**src/rtl/usb_tx_scheduler.sv**
```systemverilog
// Transmit scheduler: arbitrates packet requesters onto the single CRC5/bit-stuff pipeline.
// Optional macro TX_SCHED_STRICT_PRIO_EN selects fixed lowest-index priority instead of round-robin.
module usb_tx_scheduler #(
   parameter int unsigned NUM_REQ  = 3,
   parameter int unsigned PKT_W    = 100,
   parameter int unsigned IPG      = 4,
   parameter int unsigned START_TO = 16
) (
   input  logic                       clock,
   input  logic                       reset_n,
   input  logic [NUM_REQ-1:0]         req_valid,
   input  logic [NUM_REQ*PKT_W-1:0]   req_pkt,
   input  logic [NUM_REQ*32-1:0]      req_len,
   input  logic                       tx_busy,
   output logic [NUM_REQ-1:0]         req_ack,
   output logic [NUM_REQ-1:0]         req_done,
   output logic [NUM_REQ-1:0]         req_err,
   output logic                       pkt_ready,
   output logic [PKT_W-1:0]           pkt_in,
   output logic [31:0]                pkt_len,
   output logic                       sched_busy
);

   localparam int unsigned IdxW   = $clog2(NUM_REQ);
   localparam int unsigned TimerW = $clog2(START_TO);
   localparam int unsigned GapW   = (IPG > 1) ? $clog2(IPG) : 1;

   typedef enum logic [2:0] {StIdle, StLoad, StWaitStart, StSending, StGap} state_e;

   state_e              state_q, state_d;
   logic [IdxW-1:0]     idx_q, idx_d;
   logic [PKT_W-1:0]    pkt_q, pkt_d;
   logic [31:0]         len_q, len_d;
   logic [TimerW-1:0]   timer_q, timer_d;
   logic [GapW-1:0]     gap_q, gap_d;

   logic                grant_found;
   logic [IdxW-1:0]     grant_idx;
   logic                len_ok;
   logic [NUM_REQ-1:0]  idx_oh;

   assign len_ok = (len_q >= 32'd8) && (len_q <= 32'(PKT_W));
   assign idx_oh = NUM_REQ'(1) << idx_q;

`ifdef TX_SCHED_STRICT_PRIO_EN
   always_comb begin
      grant_found = 1'b0;
      grant_idx   = '0;
      for (int i = NUM_REQ - 1; i >= 0; i--) begin
         if (req_valid[i]) begin
            grant_found = 1'b1;
            grant_idx   = IdxW'(i);
         end
      end
   end
`else
   logic [IdxW-1:0] rr_ptr_q, rr_ptr_d;

   // Scan offsets downward so the smallest offset from rr_ptr wins.
   always_comb begin
      int unsigned cand;
      grant_found = 1'b0;
      grant_idx   = '0;
      for (int off = NUM_REQ - 1; off >= 0; off--) begin
         cand = (int'(rr_ptr_q) + off) % NUM_REQ;
         if (req_valid[cand]) begin
            grant_found = 1'b1;
            grant_idx   = IdxW'(cand);
         end
      end
   end

   always_comb begin
      rr_ptr_d = rr_ptr_q;
      if (state_q == StIdle && grant_found) begin
         rr_ptr_d = (int'(grant_idx) == NUM_REQ - 1) ? '0 : grant_idx + 1'b1;
      end
   end

   always_ff @(posedge clock or negedge reset_n) begin
      if (!reset_n) rr_ptr_q <= '0;
      else          rr_ptr_q <= rr_ptr_d;
   end
`endif

   always_ff @(posedge clock or negedge reset_n) begin
      if (!reset_n) begin
         state_q <= StIdle;
         idx_q   <= '0;
         pkt_q   <= '0;
         len_q   <= '0;
         timer_q <= '0;
         gap_q   <= '0;
      end else begin
         state_q <= state_d;
         idx_q   <= idx_d;
         pkt_q   <= pkt_d;
         len_q   <= len_d;
         timer_q <= timer_d;
         gap_q   <= gap_d;
      end
   end

   always_comb begin
      state_d = state_q;
      idx_d   = idx_q;
      pkt_d   = pkt_q;
      len_d   = len_q;
      timer_d = timer_q;
      gap_d   = gap_q;
      case (state_q)
         StIdle: begin
            if (grant_found) begin
               idx_d   = grant_idx;
               pkt_d   = req_pkt[int'(grant_idx) * PKT_W +: PKT_W];
               len_d   = req_len[int'(grant_idx) * 32 +: 32];
               state_d = StLoad;
            end
         end
         StLoad: begin
            timer_d = '0;
            gap_d   = '0;
            state_d = len_ok ? StWaitStart : StGap;
         end
         StWaitStart: begin
            if (tx_busy) begin
               state_d = StSending;
            end else if (timer_q == TimerW'(START_TO - 1)) begin
               gap_d   = '0;
               state_d = StGap;
            end else begin
               timer_d = timer_q + 1'b1;
            end
         end
         StSending: begin
            if (!tx_busy) begin
               gap_d   = '0;
               state_d = StGap;
            end
         end
         StGap: begin
            if (gap_q == GapW'(IPG - 1)) state_d = StIdle;
            else                         gap_d   = gap_q + 1'b1;
         end
         default: state_d = StIdle;
      endcase
   end

   always_comb begin
      req_ack    = '0;
      req_done   = '0;
      req_err    = '0;
      pkt_ready  = 1'b0;
      pkt_in     = pkt_q;
      pkt_len    = len_q;
      sched_busy = (state_q != StIdle);
      case (state_q)
         StLoad: begin
            req_ack = idx_oh;
            if (len_ok) pkt_ready = 1'b1;
            else        req_err   = idx_oh;
         end
         StWaitStart: begin
            if (!tx_busy && timer_q == TimerW'(START_TO - 1)) req_err = idx_oh;
         end
         StSending: begin
            if (!tx_busy) req_done = idx_oh;
         end
         default: ;
      endcase
   end

endmodule

```
**config.mk**
```make
export PLATFORM = sky130hd
export DESIGN_NAME = usb_tx_scheduler
export DESIGN_NICKNAME = d
export VERILOG_FILES = /design/src/rtl/usb_tx_scheduler.sv
export SDC_FILE = /design/constraint.sdc
export NUM_CORES = 1
export LEC_CHECK = 0
export CORE_AREA = 2 2 210 212
export DETAILED_ROUTE_END_ITERATION = 8
export DIE_AREA = 0 0 212 214
export PLACE_DENSITY = 0.55
export SLEW_MARGIN = 5
export SYNTH_ARGS = -nofsm -noshare
export SYNTH_HDL_FRONTEND = slang
export SYNTH_SLANG_ARGS = --single-unit
```
**constraint.sdc**
```tcl
create_clock -name clock -period 2.01 [get_ports clock]
set_clock_uncertainty 0.05 [all_clocks]
set_input_delay 0.3015 -clock clock [delete_from_list [all_inputs] [get_ports clock]]
set_output_delay 0.3015 -clock clock [all_outputs]
set_load 0.02 [all_outputs]
```
==> flow_metrics.env, run 1 <==
export IMPL_status="finished, violations left"
export IMPL_violations="negative setup slack"
export IMPL_ff_latch_area_sq_um=3637
export IMPL_dp_cells=2184
export IMPL_synth_xor_xnor_area_share_pct=0
export IMPL_worst_slack_ps=-848.5
export IMPL_synth_edff_count=0
export IMPL_place_area_sq_um=16180
export IMPL_grt_pass1_wl_mm=80.18
export IMPL_ant_nets=0
export IMPL_ys_seq_area_share_pct=42.52
export IMPL_synth_compound_area_share_pct=25.66
export IMPL_die_x_um=212
export IMPL_dr_pass1_iters=4
export IMPL_fillers=3665
export IMPL_setup_tns_ps=-55550
export IMPL_ys_types=43
export IMPL_hpwl_mm=33.52
export IMPL_tightest_slew_ps=525.2
export IMPL_relSlewSlack_pct=64.98
export IMPL_synth_avg_cell_area_sq_um=8.449
export IMPL_p_leak_uw=0.009140
export IMPL_drive_gt1_share_pct=44.78
export IMPL_stdcell_area_sq_um=22810
export IMPL_synth_adder_area_share_pct=0.8211
export IMPL_synth_top_area_share_pct=42.52
export IMPL_pin_count=545
export IMPL_htree_levels=4
export IMPL_max_cap_violations=0
export IMPL_muxShareOfSynthArea_pct=0.2639
export IMPL_hold_class="in2async"
export IMPL_fin_nets=2166
export IMPL_max_vdd_ir_drop_v=0.0008258
export IMPL_cts_made_buffers=17
export IMPL_rsz0062_at_grt="yes"
export IMPL_yosys_warnings=0
export IMPL_grt_overflow=0
export IMPL_syn_area_sq_um=8533
export IMPL_worstPathArrival_ps=2510
export IMPL_viasPerCell=4.971
export IMPL_cp_start_kind="flip-flop"
export IMPL_ys_ff_latch=145
export IMPL_dr_total_vias=11746
export IMPL_grt_max_degree=53
export IMPL_holdWs_ps=331.5
export IMPL_tritoncts="built"
export IMPL_critPathCaptureType="primary output"
export IMPL_coreArea_sq_um=42890
export IMPL_slew_viol_final=0
export IMPL_finalWeightedCongestion=0.8507
export IMPL_critPathKind="reg2out"
export IMPL_max_freq_ghz=0.3498
export IMPL_clk_latency_ps=440
export IMPL_path_max_fanout=2
export IMPL_fin_crit_ps=2859
export IMPL_die_h_um=214
export IMPL_instances_no_fill=2363
export IMPL_grt_total_usage_pct=24.14
export IMPL_synth_top_family_by_area="compound AO/OA/AOI/OAI gates"
export IMPL_async_flop_share_pct=100.0
export IMPL_setup_viol=144
export IMPL_io_buffers=544
export IMPL_numClockSinks=145
export IMPL_powerDensity_nw_per_um2=1744
export IMPL_totalPowerFinal_uw=39770
export IMPL_clk_pin_slew_worst_paths_ps=60
export IMPL_antenna_found_initial=7
export IMPL_first_global_vias=12549
export IMPL_start_util_pct=19.90
export IMPL_synth_area_leaders="dfrtp_1, a211oi_1, o31ai_1, and3_1, nor2_1"
export IMPL_drtIter0Drc=447
export IMPL_rows=76
export IMPL_synth_flop_cell="dfrtp_1"
export IMPL_synthesis_nets=1416
export IMPL_fin_crit_sh_pct=142.2
export IMPL_multi_input_area_sq_um=7938
export IMPL_synth_top_area_cell="dfrtp_1"
export IMPL_drc=0
export IMPL_syn_inst=1010
export IMPL_clockBufferDepth=2
export IMPL_wl_mm=58.82
export IMPL_wl_per_cell_um=24.89
export IMPL_required_ps=1660
export IMPL_syn_to_final_growth_pct=167.3
export IMPL_synth_simple_area_share_pct=25.06
export IMPL_die_area_sq_um=45370
export IMPL_cts_root_buf="clkbuf_16"
export IMPL_finalHoldViolations=0
-- power breakdown --
| part | switching, uW | internal, uW |
|---|---|---|
| sequential | 1240 | 4420 |
| combinational | 14700 | 15900 |
| clock | 1390 | 2090 |
-- worst paths after layout --
| path | startpoint | endpoint | slack, ps | cells past startpoint |
|---|---|---|---|---|
| min in group clock | req_pkt[198] | pkt_in[98] | 420 | 3 |
| setup / recovery | pkt_len[20] | req_err[0] | -850 | 7 |
| hold reg to reg | pkt_in[98] | pkt_in[98] | 430 | 2 |
| hold / removal | reset_n | pkt_in[16] | 330 | 2 |
| setup reg to reg | rr_ptr_q[1] | pkt_len[21] | -480 | 10 |
| max in group asynchronous | reset_n | pkt_in[0] | 970 | 3 |
-- critical path: stages (launching register included) --
cell	delay [ps]
dfrtp_2	430
nor4_4	300
nand4_1	260
or4_4	530
a22oi_2	210
buf_4	140
nor3_2	30
buf_4	160
-- cell usage after synthesis (5+ instances only) --
library cell,number
nor2_1,146
a211oi_1,132
o21ai_0,6
nor4_1,5
o31ai_1,126
dfrtp_1,145
o31ai_2,7
clkbuf_1,77
nor3_1,9
nand2_1,143
buf_2,15
a21oi_1,6
and3_1,133
buf_6,7
nand3_1,7
buf_1,5
-- cell families (layout without fill, tap and decap cells) --
kind of cell / after synthesis / after routing
flops: 145 / 145
fa+ha+maj: 6 / 6
mux: 2 / 2
buf+inv: 109 / 870
simple gates: 458 / 458
other cells: 0 / 5
compound gates: 290 / 292
-- placed cells by master (no fill, tap or decap), types with 7 or more instances in the layout --
master and count:
buf_4 116, buf_12 50, buf_8 17, nand2_1 49
a211oi_2 59, clkbuf_16 25, nor3_1 7, nor2_2 39
dfrtp_2 7, dfrtp_1 138, o31ai_1 9, nor2_4 35
nand2_2 30, o31ai_2 42, buf_16 57, o31ai_4 82
a211oi_1 20, nor2_1 72, clkdlybuf4s50_1 531, nand2_4 64
a211oi_4 53, and3_1 111, buf_6 48, and3_4 22
-- metrics by stage --
step / utilization, % / setup slack (ps)
floorplan: - / -84.28
global placement: 37.73 / -1047
detailed placement: 37.73 / -1027
CTS: 49.78 / -961.7
global route: 53.18 / -947.3
finish: 53.18 / -848.5
-- state kept, by name (all words and copies together), names as in the netlist --
name / cells
rr_ptr_q: 2
pkt_len: 32
gap_q: 2
idx_q: 2
timer_q: 4
state_q: 3
pkt_in: 100
-- metal layers --
metal | vias up | part of all wire [%] | track usage, % | wire length [um]
li1 | 5229 | - | - | -
met1 | 5825 | 37 | 26.03 | 21640
met2 | 530 | 51 | 43.36 | 30290
met3 | 158 | 6.5 | 5.556 | 3814
met4 | 4 | 5.2 | 13.08 | 3052
met5 | - | 0.039 | 0 | 23
-- final cells by class --
type / count / share of cell area [%]
Antenna cell: 5 / 0.05486
Tap cell: 585 / 3.210
Multi-Input combinational cell: 758 / 34.81
Timing Repair Buffer: 834 / 43.21
Inverter: 4 / 0.06584
Sequential cell: 145 / 15.95
Clock inverter: 8 / 0.5486
Clock buffer: 24 / 2.156
-- repair_timing --
action / in CTS / in global routing
buffers inserted: 80 / 18
hold buffers: 1 / 0
hold endpoints to repair: 40 / 0
pin swaps: 136 / 121
gates resized for setup: 553 / 310
endpoints found under the setup margin: 148 / 149
cloned: 61 / 11
(Power assumes the default switching activity.)
==> run 2: changes to the inputs <==
Settings changed: HOLD_SLACK_MARGIN set to 0.12, TNS_END_PERCENT set to 5.
==> run 2 against run 1 <==
  * The flow still finishes with violations (negative setup slack)
  * Via count is 9.1% lower
  * Combinational power is 39% lower
  * Critical path depth is 1 higher
  * Register-to-register slack better by 200 ps
  * Maximum frequency is 2.8% lower
  * Utilization is 11 points lower
  * Count of clock-buffer cells in the layout is 3 lower
  * Sequential cell count stayed put
  * Non-clock buffer count is 106 lower
  * Die area stayed put
==> flow_metrics.env, run 2 (synthesis gave the netlist of run 1 again) <==
export IMPL_ff2ff_setup_slack_ps=-280
export IMPL_antenna_found_initial=6
export IMPL_grt_overflow=0
export IMPL_fin_crit_ps=2940
export IMPL_htree_levels=4
export IMPL_dr_pass1_iters=5
export IMPL_r2r_worst_path_cells=8
export IMPL_slowest_stage="or4_4"
export IMPL_finalWeightedCongestion=0.8252
export IMPL_hpwl_mm=33.45
export IMPL_layout_common_cells="clkdlybuf4s50_1, nand2_1, dfrtp_1, nor2_1, and3_1"
export IMPL_worstPathArrival_ps=2590
export IMPL_pin_count=545
export IMPL_fillers=4229
export IMPL_grt_total_usage_pct=18.57
export IMPL_grt_pass1_wl_mm=64.26
export IMPL_setup_tns_ps=-29850
export IMPL_r2r_start="rr_ptr_q[1]"
export IMPL_multi_input_area_sq_um=5543
export IMPL_powerDensity_nw_per_um2=1527
export IMPL_r2r_end="pkt_len[31]"
export IMPL_dr_total_vias=10675
export IMPL_wl_per_cell_um=21.69
export IMPL_cp_common_cell="buf_4"
export IMPL_grt_max_degree=142
export IMPL_clockBufferDepth=2
export IMPL_cts_made_buffers=17
export IMPL_max_cap_violations=0
export IMPL_critPathKind="reg2out"
export IMPL_startpoint="pkt_len[30]"
export IMPL_numClockSinks=145
export IMPL_max_freq_ghz=0.3402
export IMPL_layout_commonest_cell="clkdlybuf4s50_1"
export IMPL_relSlewSlack_pct=59.45
export IMPL_ff_latch_area_sq_um=3637
export IMPL_slew_viol_final=0
export IMPL_finalHoldViolations=0
export IMPL_status="finished, violations left"
export IMPL_cp_start_kind="flip-flop"
export IMPL_worst_slack_ps=-929.7
export IMPL_p_leak_uw=0.007529
export IMPL_crit_chain="nor4_4, buf_4, nand4_1, or4_4, a22oi_2, buf_4, nor3_2, buf_4"
export IMPL_die_h_um=214
export IMPL_syn_to_final_growth_pct=113.0
export IMPL_largest_reg_flops=100
export IMPL_rows=76
export IMPL_cp_depth=8
export IMPL_max_vdd_ir_drop_v=0.0005882
export IMPL_setup_viol=146
export IMPL_wl_mm=48.87
export IMPL_critical_path_max_stage_delay_ps=490
export IMPL_rsz0062_at_grt="yes"
export IMPL_totalPowerFinal_uw=27760
export IMPL_clk_pin_slew_worst_paths_ps=70
export IMPL_critPathCaptureType="primary output"
export IMPL_drtIter0Drc=497
export IMPL_coreArea_sq_um=42890
export IMPL_cts_root_buf="clkbuf_16"
export IMPL_tritoncts="built"
export IMPL_tightest_slew_ps=608.2
export IMPL_io_buffers=544
export IMPL_die_area_sq_um=45370
export IMPL_fin_nets=2058
export IMPL_drive_gt1_share_pct=26.37
export IMPL_die_x_um=212
export IMPL_path_buf_inv=3
export IMPL_start_util_pct=19.90
export IMPL_path_max_fanout=3
export IMPL_required_ps=1660
export IMPL_worstSetupEndpoint="req_err[0]"
export IMPL_clk_latency_ps=440
export IMPL_drc=0
export IMPL_path_delay_family="simple AND/OR/NAND/NOR gates"
export IMPL_fin_crit_sh_pct=146.3
export IMPL_violations="negative setup slack"
export IMPL_ant_nets=0
export IMPL_hold_class="in2async"
export IMPL_first_global_vias=10760
export IMPL_viasPerCell=4.738
run 2: worst min-delay path by stage:
stage / to / cells after the start / startpoint
final: pkt_in[38] / 2 / reset_n
after global routing: pkt_in[68] / 3 / req_pkt[168]
after CTS: pkt_in[38] / 2 / reset_n
after detailed placement: pkt_in[38] / 1 / reset_n
after global placement: pkt_in[38] / 1 / reset_n
after floorplan: gap_q[0] / 0 / reset_n
run 2: per-layer routing:
layer,wire (um),track usage [%]
met3,3253,5.322
met1,20000,21.34
met2,24600,32.95
met5,0,0
met4,1024,5.845
run 2: area by class of cell:
| cell class | instances | share of cell area, % |
|---|---|---|
| multi-input cells | 756 | 30.49 |
| clock buffers | 21 | 2.588 |
| clock inverters | 11 | 0.9705 |
| flip-flops and latches | 145 | 20.01 |
| well taps | 585 | 4.026 |
| inverters | 4 | 0.08259 |
| diodes | 3 | 0.04130 |
| repair buffers | 728 | 41.79 |
run 2: what timing repair did:
action                                  in CTS  in global routing
gates resized for setup                     96                149
hold endpoints to repair                    42                  0
setup buffers                                9                 16
pin swaps                                   53                 62
endpoints found under the setup margin     150                154
cloned                                       0                 14
hold buffers                                 1                  0
run 2: report_power, final:
group | internal (uW) | switching (uW) | total [uW]
clock network | 2190 | 1440 | 3630
logic | 8970 | 9840 | 18800
registers | 4420 | 903 | 5330
run 2: per-stage QoR:
stage	hold slack, ps	instances	util (%)	area, sq um	setup WS, ps
after floorplan	-44.09	1010	-	9166	-84.28
after global placement	279.1	2182	37.75	16190	-1178
after detailed placement	280.9	2182	37.75	16190	-1109
after CTS	368.2	2224	39.83	17080	-1008
after global routing	390.9	2252	42.38	18180	-1074
final	373.2	2253	42.39	18180	-929.7
run 2: worst register-to-register path: cells and delay by family (launching register included):
family                   cells  cell delay (ps)
adder cells (fa/ha/maj)      2              600
flip-flops                   1              430
buffers and inverters        3              470
AO/OA/AOI/OAI                3              630
